**config.mk**
```make
export PLATFORM = sky130hd
export DESIGN_NAME = wb_stage
export DESIGN_NICKNAME = d
export VERILOG_FILES = /design/src/rtl/cpu_pkg.sv /design/src/rtl/load_align.sv /design/src/rtl/wb_stage.sv
export SDC_FILE = /design/constraint.sdc
export NUM_CORES = 1
export LEC_CHECK = 0
export BUFFER_PORTS_ARGS = -buffer_cell sky130_fd_sc_hd__clkbuf_2
export CORE_MARGIN = 2
export CORE_UTILIZATION = 35
export DETAILED_ROUTE_END_ITERATION = 6
export GPL_ROUTABILITY_DRIVEN = 1
export PLACE_DENSITY = 0.6
export SKIP_CTS_REPAIR_TIMING = 1
export SLEW_MARGIN = 20
export SYNTH_ARGS = -nofsm -noshare
export SYNTH_HDL_FRONTEND = slang
export SYNTH_SLANG_ARGS = --single-unit
```
**constraint.sdc**
```tcl
create_clock -name clk -period 4.3 [get_ports clk]
set_input_delay 0.86 -clock clk [delete_from_list [all_inputs] [get_ports clk]]
set_output_delay 0.86 -clock clk [all_outputs]
set_load 0.005 [all_outputs]
```
**src/rtl/cpu_pkg.sv**
```systemverilog
// Shared CPU types: load-type encoding, the zero register index, the MEM/WB register layout.
// Latency: none, declarations only.
// Backpressure: not applicable.
package cpu_pkg;

   typedef enum logic [2:0] {
      LW  = 3'd0,
      LB  = 3'd1,
      LBU = 3'd2,
      LH  = 3'd3,
      LHU = 3'd4
   } load_type_e;

   localparam logic [4:0] REG_ZERO = 5'd0;

   // MEM/WB pipeline register contents
   typedef struct packed {
      logic        valid;
      logic        reg_write;
      logic        mem_to_reg;
      logic [4:0]  waddr;
      logic [31:0] alu_result;
      logic [31:0] rdata;
      load_type_e  load_type;
   } memwb_t;

endpackage

```
**src/rtl/load_align.sv**
```systemverilog
// Little-endian load alignment: picks byte/half/word from a raw memory word and extends it.
// Latency: purely combinational.
// Backpressure: none; output follows inputs.
module load_align
   import cpu_pkg::*;
(
   input  logic [31:0] rdata,
   input  logic [1:0]  offset,
   input  load_type_e  load_type,
   output logic [31:0] data
);

   logic [7:0]  byte_sel;
   logic [15:0] half_sel;

   // select the addressed byte and half-word (half ignores offset[0])
   always_comb begin
      byte_sel = rdata[7:0];
      case (offset)
         2'd0:    byte_sel = rdata[7:0];
         2'd1:    byte_sel = rdata[15:8];
         2'd2:    byte_sel = rdata[23:16];
         default: byte_sel = rdata[31:24];
      endcase
      half_sel = offset[1] ? rdata[31:16] : rdata[15:0];
   end

   // extend according to load type; unknown codes behave as a full-word load
   always_comb begin
      data = rdata;
      case (load_type)
         LB:      data = {{24{byte_sel[7]}}, byte_sel};
         LBU:     data = {24'd0, byte_sel};
         LH:      data = {{16{half_sel[15]}}, half_sel};
         LHU:     data = {16'd0, half_sel};
         default: data = rdata;
      endcase
   end

endmodule

```
**src/rtl/wb_stage.sv**
```systemverilog
// Write-back stage: MEM/WB register plus result select/alignment; optional retire counter (WB_RETIRE_CNT_EN).
// Latency: one cycle from mem_* inputs to wb_* outputs.
// Backpressure: stall holds the register (write re-presented, idempotent); flush drops the held instruction.
module wb_stage
   import cpu_pkg::*;
#(
   parameter int DW = 32
) (
   input  logic          clk,
   input  logic          rst_n,
   input  logic          stall,
   input  logic          flush,
   input  logic          mem_valid,
   input  logic          mem_reg_write,
   input  logic          mem_mem_to_reg,
   input  logic [4:0]    mem_waddr,
   input  logic [DW-1:0] mem_alu_result,
   input  logic [DW-1:0] mem_rdata,
   input  load_type_e    mem_load_type,
   output logic          wb_reg_write,
   output logic [4:0]    wb_waddr,
   output logic [DW-1:0] wb_wd
`ifdef WB_RETIRE_CNT_EN
   ,
   output logic [31:0]   retire_cnt
`endif
);

   memwb_t      memwb_q;
   logic [31:0] load_data;

   // MEM/WB register: flush wins over stall, stall holds, otherwise capture
   always_ff @(posedge clk or negedge rst_n) begin
      if (!rst_n) begin
         memwb_q <= '{valid: 1'b0, reg_write: 1'b0, mem_to_reg: 1'b0, waddr: REG_ZERO,
                      alu_result: '0, rdata: '0, load_type: LW};
      end else if (flush) begin
         memwb_q.valid <= 1'b0;
      end else if (!stall) begin
         memwb_q <= '{valid: mem_valid, reg_write: mem_reg_write, mem_to_reg: mem_mem_to_reg,
                      waddr: mem_waddr, alu_result: mem_alu_result, rdata: mem_rdata,
                      load_type: mem_load_type};
      end
   end

   load_align u_load_align (
      .rdata     (memwb_q.rdata),
      .offset    (memwb_q.alu_result[1:0]),
      .load_type (memwb_q.load_type),
      .data      (load_data)
   );

   // regfile write port; writes to the zero register are suppressed
   always_comb begin
      wb_reg_write = memwb_q.valid & memwb_q.reg_write & (memwb_q.waddr != REG_ZERO);
      wb_waddr     = memwb_q.waddr;
      wb_wd        = memwb_q.mem_to_reg ? load_data : memwb_q.alu_result;
   end

`ifdef WB_RETIRE_CNT_EN
   logic [31:0] retire_cnt_q;

   // count instructions leaving WB; wraps naturally at 2^32
   always_ff @(posedge clk or negedge rst_n) begin
      if (!rst_n) begin
         retire_cnt_q <= 32'd0;
      end else if (memwb_q.valid && !stall) begin
         retire_cnt_q <= retire_cnt_q + 32'd1;
      end
   end

   assign retire_cnt = retire_cnt_q;
`endif

endmodule

```
==> impl_summary.log, run 1 <==
INFO  metric status = finished, violations left
INFO  metric failing_checks = DRC
INFO  metric number_of_global_route_vias_before_repair = 3405
INFO  metric detail_route.wirelength = 11.16 mm
INFO  metric dieArea = 0.01275 mm²
INFO  metric postSynth.topFlopCell = dfrtp_1
INFO  metric grt.overflow.total = 0
INFO  metric largest_net_degree_at_the_start_of_global_routing = 76
INFO  metric layout.filler_cells = 1134
INFO  metric postSynthAreaPerCell = 11.86 µm²
INFO  metric timing.setup.critical_path_class = reg2out
INFO  metric asyncSetResetFlopFracSynth = 100.0%
INFO  metric final-hold-violation-count = 0
INFO  metric static_leakage_power = 2.266 nW
INFO  metric drt_pre_antenna_iters = 7
INFO  metric minimum_setup_slack_after_placement = 0.8828 ns
INFO  metric detailed_place_hpwl = 7.949 mm
INFO  metric period_minus_slack = 3.716 ns
INFO  metric drt_iter0_drcs = 205
INFO  metric synth-seq-area-share = 45.21%
INFO  metric post-route-worst-setup-slack = 0.5838 ns
INFO  metric num_rows = 39
INFO  metric final_instance_area = 0.005069 mm²
INFO  metric clock_latency = 0.33 ns
INFO  metric cts.clk_slew.worst_paths = 0.06 ns
INFO  metric critical_path_peak_fanout = 23
INFO  metric synth-edff-count = 0
INFO  metric ioPinCount = 117
INFO  metric finalSetupViolCount = 0
INFO  metric final_core_utilization = 44.01%
INFO  metric worst_pin_slew = 0.9560 ns
INFO  metric antenna_cells_inserted = 0
INFO  metric final_common_cell = clkbuf_2
INFO  metric cts_inserted_buffers = 9
INFO  metric register_area = 0.001877 mm²
INFO  metric final_nets = 530
INFO  metric skew = 0 ns
INFO  metric final_min_period_over_clock_period = 86.42%
INFO  metric most-common-layout-cells = 115 x clkbuf_2, 78 x mux2_2, 75 x dfrtp_1
INFO  metric global_route_wire_length_before_repair = 18.15 mm
INFO  metric totalNegativeSetupSlack = 0 ns
INFO  metric yosysWarnings = 0
INFO  metric antenna_violating_nets_post_route = 0
INFO  metric initial_utilization = 36.05%
INFO  metric placeableCoreArea = 0.01152 mm²
INFO  metric vertical_extent_of_the_die = 112.9 µm
INFO  metric die_w = 112.9 µm
INFO  metric io_buffers = 116
INFO  metric globalplace.congestion = 0.8067
INFO  metric cts_buffer_depth = 2
INFO  metric viasPerCell = 5.487
INFO  metric tightest_hold_margin = 0.5109 ns
INFO  metric timing_max_transition_violations_final = 0
INFO  metric post_synthesis_cells = 350
INFO  metric endpoint_required_time_on_the_critical_path = 3.44 ns
INFO  metric arrival = 2.86 ns
INFO  metric flow.area_growth_from_synthesis = 22.09%
INFO  metric drt_drc_violations_left = 3
INFO  metric kind_of_start_point_of_the_critical_path = flip-flop
INFO  metric dr_total_vias = 3287
INFO  metric element_type_at_the_critical_path_end = primary output
INFO  metric clkSinkCount = 75
INFO  metric groute.usage.overall = 18.26%
INFO  metric max-slew-margin-rel = 36.26%
INFO  metric antenna_violations_before_repair = 0
INFO  metric power.ir.vdd_worst = 257.0 µV
INFO  metric place_area = 0.004748 mm²
INFO  metric power.density_cell_area = 465.3 mW/mm²
INFO  metric synth_seq_cells = 75
INFO  metric clock-root-buffer = clkbuf_16
INFO  metric ratio_of_cells_with_drive_above_1_in_the_final_layout = 49.78%
INFO  metric max_freq = 0.2691 GHz
INFO  metric postSynthNetCount = 429
INFO  metric syn-cell-area = 0.004151 mm²
INFO  metric rsz_0062_raised_after_global_routing = false
INFO  metric synth_cell_types = 52
INFO  metric multiInputGateArea = 0.002031 mm²
INFO  metric clock_tree_from_tritoncts = done
INFO  metric max_cap_violations = 0
INFO  metric htree_num_levels = 3
INFO  metric wire_per_inst = 18.62 µm
INFO  metric hold_class = reg2reg
[state kept, by name, indices dropped and copies added (netlist names)]
signal    flops
memwb_q      70
wb_waddr      5
[per-layer routing]
metal | vias to the layer above | routed length, µm | global-route usage, % | share of wire [%]
li1 | 1526 | - | - | -
met1 | 1652 | 4695 | 23.87 | 42
met2 | 101 | 5556 | 29.80 | 50
met3 | 8 | 827 | 5.731 | 7.4
met4 | 0 | 77 | 4.390 | 0.69
met5 | - | 0 | 0 | 0
[per-stage QoR]
stage	power, mW	std cells
CTS	2.385	599
detailed placement	1.564	583
finish	2.358	599
global placement	1.544	583
global route	2.494	599
floorplan	1.332	350
[layout make-up]
| class | instances | area share (%) |
|---|---|---|
| Clock inverter | 4 | 1.456 |
| Inverter | 4 | 0.5678 |
| Sequential cell | 75 | 37.03 |
| Multi-Input combinational cell | 240 | 40.06 |
| Clock buffer | 12 | 4.863 |
| Timing Repair Buffer | 121 | 12.49 |
| Tap cell | 143 | 3.530 |
[report_power, final]
group	switching, mW	internal [mW]
clock network	0.287	0.524
registers	0.129	0.809
logic	0.282	0.327
total	0.698	1.66
[cells by family (layout without fill, tap and decap cells)]
family          after synthesis  in the layout  share of synthesized area, %
buf+inv                      35            141                         6.058
simple gates                 71             71                         9.223
xor+xnor                      1              1                        0.2110
compound gates               75             75                         13.92
mux                          93             93                         25.38
flops                        75             75                         45.21
[critical path, stage by stage (launching register included)]
cell and delay, ns:
dfrtp_1 0.95, and2_2 0.29, o21ai_0 0.15, a311oi_4 0.79, a221o_1 0.22, clkbuf_2 0.11
[synth_stat cells (all sizes together) (3+ instances only)]
master | number | area, µm²
a21oi | 3 | 15.01
a221o | 17 | 171.4
a2bb2oi | 3 | 26.28
a31oi | 14 | 87.58
buf | 12 | 91.34
clkbuf | 19 | 131.4
dfrtp | 75 | 1877
inv | 3 | 11.26
mux2 | 78 | 878.3
mux2i | 13 | 130.1
nand2 | 20 | 75.07
nand3 | 18 | 90.09
nor2 | 12 | 45.04
nor2b | 3 | 18.77
o211ai | 6 | 45.04
o21ai | 12 | 60.05
o22ai | 7 | 43.79
or3 | 4 | 31.28
[worst paths after layout]
path / startpoint / endpoint / slack, ns / cells past startpoint
max: memwb_q[35]$_DFFE_PN0P_ / wb_wd[25] / 0.58 / 5
min: memwb_q[73]$_DFFE_PN0P_ / memwb_q[73]$_DFFE_PN0P_ / 0.51 / 1
max reg2reg: memwb_q[35]$_DFFE_PN0P_ / memwb_q[35]$_DFFE_PN0P_ / 2.99 / 1
min reg2reg: memwb_q[73]$_DFFE_PN0P_ / memwb_q[73]$_DFFE_PN0P_ / 0.51 / 1
max in group asynchronous: rst_n / memwb_q[0]$_DFFE_PN0P_ / 3.00 / 1
min in group asynchronous: rst_n / memwb_q[30]$_DFFE_PN0P_ / 0.67 / 1
Power figures use the tool's default switching activity.
==> run 2: changes to the inputs <==
CORE_MARGIN = 8   (was 2)
CORE_UTILIZATION = 57   (was 35)
PLACE_DENSITY = 0.89   (was 0.6)
REMOVE_ABC_BUFFERS = 1   (was not set)
==> run 2 against run 1 <==
The flow now finishes without violations. Clock power down 29%. Wire length fell by 1.2%. Maximum frequency rose by 1.8%. Non-clock buffer count rose by 1. Sequential power decreased by 2%. Clock skew did not move.
==> impl_summary.log, run 2 (synthesis gave the netlist of run 1 again) <==
INFO  metric clock_tree_from_tritoncts = done
INFO  metric wl_met2 = 5.403 mm (-2.8%)
INFO  metric grt.overflow.total = 0 (unchanged)
INFO  metric cts_buffer_depth = 2 (unchanged)
INFO  metric antenna_violating_nets_post_route = 0 (unchanged)
INFO  metric cts_inserted_buffers = 9 (unchanged)
INFO  metric power.ir.vdd_worst = 228.3 µV (-11%)
INFO  metric number_of_global_route_vias_before_repair = 3463 (+1.7%)
INFO  metric hold_class = reg2reg
INFO  metric ratio_of_cells_with_drive_above_1_in_the_final_layout = 50.33% (+0.55 points)
INFO  metric flip_flop_count_of_the_largest_register_after_layout = 70 (unchanged)
INFO  metric critical_path_peak_fanout = 27 (+17%)
INFO  metric flow.area_growth_from_synthesis = 18.05%
INFO  metric status = finished clean
INFO  metric htree_num_levels = 3 (unchanged)
INFO  metric final_nets = 531 (+0.19%)
INFO  metric drt_iter0_drcs = 243 (+19%)
INFO  metric timing_max_transition_violations_final = 0 (unchanged)
INFO  metric vertical_extent_of_the_die = 101.3 µm (-10%)
INFO  metric largest_net_degree_at_the_start_of_global_routing = 79 (+3.9%)
INFO  metric rsz_0062_raised_after_global_routing = false
INFO  metric final_min_period_over_clock_period = 84.88% (-1.5 points)
INFO  metric ioPinCount = 117 (unchanged)
INFO  metric final-hold-violation-count = 0 (unchanged)
INFO  metric drt_pre_antenna_iters = 5 (-2)
INFO  metric p_total = 2.125 mW (-9.9%)
INFO  metric skew = 0 ns (unchanged)
INFO  metric kind_of_start_point_of_the_critical_path = flip-flop
INFO  metric arrival = 2.79 ns (-0.07 ns)
INFO  metric clock-root-buffer = clkbuf_8
INFO  metric timing.setup.critical_path_class = reg2out
INFO  metric placeableCoreArea = 0.007137 mm² (-38%)
INFO  metric endpoint_required_time_on_the_critical_path = 3.44 ns (about the same)
INFO  metric detail_route.wirelength = 11.02 mm (-1.2%)
INFO  metric wire_per_inst = 19.82 µm (+6.4%)
INFO  metric cts.clk_slew.worst_paths = 0.08 ns (+0.02 ns)
INFO  metric drt_drc_violations_left = 0 (-3)
INFO  metric ff2ff_setup_slack = 3.05 ns (+0.06 ns)
INFO  metric wl_met3 = 1.049 mm (+27%)
INFO  metric element_type_at_the_critical_path_end = primary output
INFO  metric antenna_cells_inserted = 0 (unchanged)
INFO  metric worst_pin_slew = 0.9674 ns (+0.01142 ns)
INFO  metric largest-register = memwb_q
INFO  metric detailed_place_hpwl = 7.693 mm (-3.2%)
INFO  metric groute.usage.overall = 21.96% (+3.7 points)
INFO  metric final_common_cell = clkbuf_2
INFO  metric global_route_wire_length_before_repair = 17.55 mm (-3.3%)
INFO  metric dr_total_vias = 3357 (+2.1%)
INFO  metric routed.top_layer = met4
INFO  metric dieArea = 0.01027 mm² (-19%)
INFO  metric io_buffers = 116 (unchanged)
INFO  metric antenna_violations_before_repair = 0 (unchanged)
INFO  metric finalSetupViolCount = 0 (unchanged)
INFO  metric clock_latency = 0.35 ns (+0.02 ns)
INFO  metric viasPerCell = 6.038 (+10%)
INFO  metric max_cap_violations = 0 (unchanged)
INFO  metric clkSinkCount = 75 (unchanged)
INFO  metric max_freq = 0.2740 GHz (+1.8%)
INFO  metric num_rows = 31 (-21%)
INFO  metric initial_utilization = 58.17% (+22 points)
INFO  metric period_minus_slack = 3.650 ns (-0.06657 ns)
INFO  metric most-common-layout-cells = 115 x clkbuf_2, 78 x mux2_2, 75 x dfrtp_1
INFO  metric tightest_hold_margin = 0.5107 ns (-0.0001200 ns)
INFO  metric post_route_m1_wl = 4.431 mm (-5.6%)
INFO  metric final_cell_count_no_fill = 556 (-7.2%)
INFO  metric numPlacedInstances = 540 (-7.4%)
INFO  metric die_w = 101.3 µm (-10%)
INFO  metric globalplace.congestion = 0.9350 (+16%)
INFO  metric max-slew-margin-rel = 35.50% (-0.76 points)
INFO  metric final_core_utilization = 68.67% (+25 points)
INFO  metric power.density_cell_area = 433.6 mW/mm² (-6.8%)
INFO  metric static_leakage_power = 2.218 nW (-2.1%)
[run 2: cell types whose count changed in the layout (fill, tap and decap cells not counted), sizes merged]
cell,before,now
bufinv,3,2
buf,6,7
clkinvlp,0,1
[run 2: report_power, final]
group	switching [mW]	leakage (nW)	internal, mW
clock network	0.265	0.108	0.314
registers	0.114	0.884	0.807
logic	0.297	1.23	0.328
total	0.677	2.22	1.45
[run 2: layer usage]
metal | track usage (%) | up-vias
met2 | 34.82 | 151
met3 | 7.560 | 21
met4 | 7.216 | 0
li1 | - | 1524
met1 | 27.39 | 1661
met5 | 0 | -
[run 2: path summary, 6_finish.rpt]
| check | startpoint | endpoint | cells after the start |
|---|---|---|---|
| worst max-delay path | memwb_q[36]$_DFFE_PN0P_ | wb_wd[19] | 5 |
| worst min-delay path | memwb_q[39]$_DFFE_PN0P_ | memwb_q[39]$_DFFE_PN0P_ | 1 |
| worst max register to register | memwb_q[72]$_DFFE_PN0P_ | memwb_q[72]$_DFFE_PN0P_ | 3 |
| worst min register to register | memwb_q[39]$_DFFE_PN0P_ | memwb_q[39]$_DFFE_PN0P_ | 1 |
| max in group asynchronous | rst_n | memwb_q[54]$_DFFE_PN0P_ | 1 |
| min in group asynchronous | rst_n | memwb_q[60]$_DFFE_PN0P_ | 1 |
[run 2: final cells by class]
cell class                 count  area [µm²]
clock buffer                  12       165.2
timing repair buffer         122       628.1
sequential                    75        1877
clock inverter                 4       47.55
multi-input combinational    240        2031
inverter                       4       28.78
tap                           99       123.9
fill                         573        2236
[run 2: worst max-delay path, stage by stage (launching register included)]
cell and delay (ns):
dfrtp_1 0.61, buf_4 0.37, o21ai_0 0.23, a311oi_4 0.88, a221o_1 0.23, clkbuf_2 0.12
[run 2: metrics by stage]
step	setup TNS (ns)	setup slack, ns	cell area (µm²)
final	0	0.6503	4901
after global placement	0	1.162	4688
after global routing	0	0.4990	4901
after floorplan	-21.38	-0.2973	3929
after CTS	0	0.6672	4901
after detailed placement	0	1.071	4688
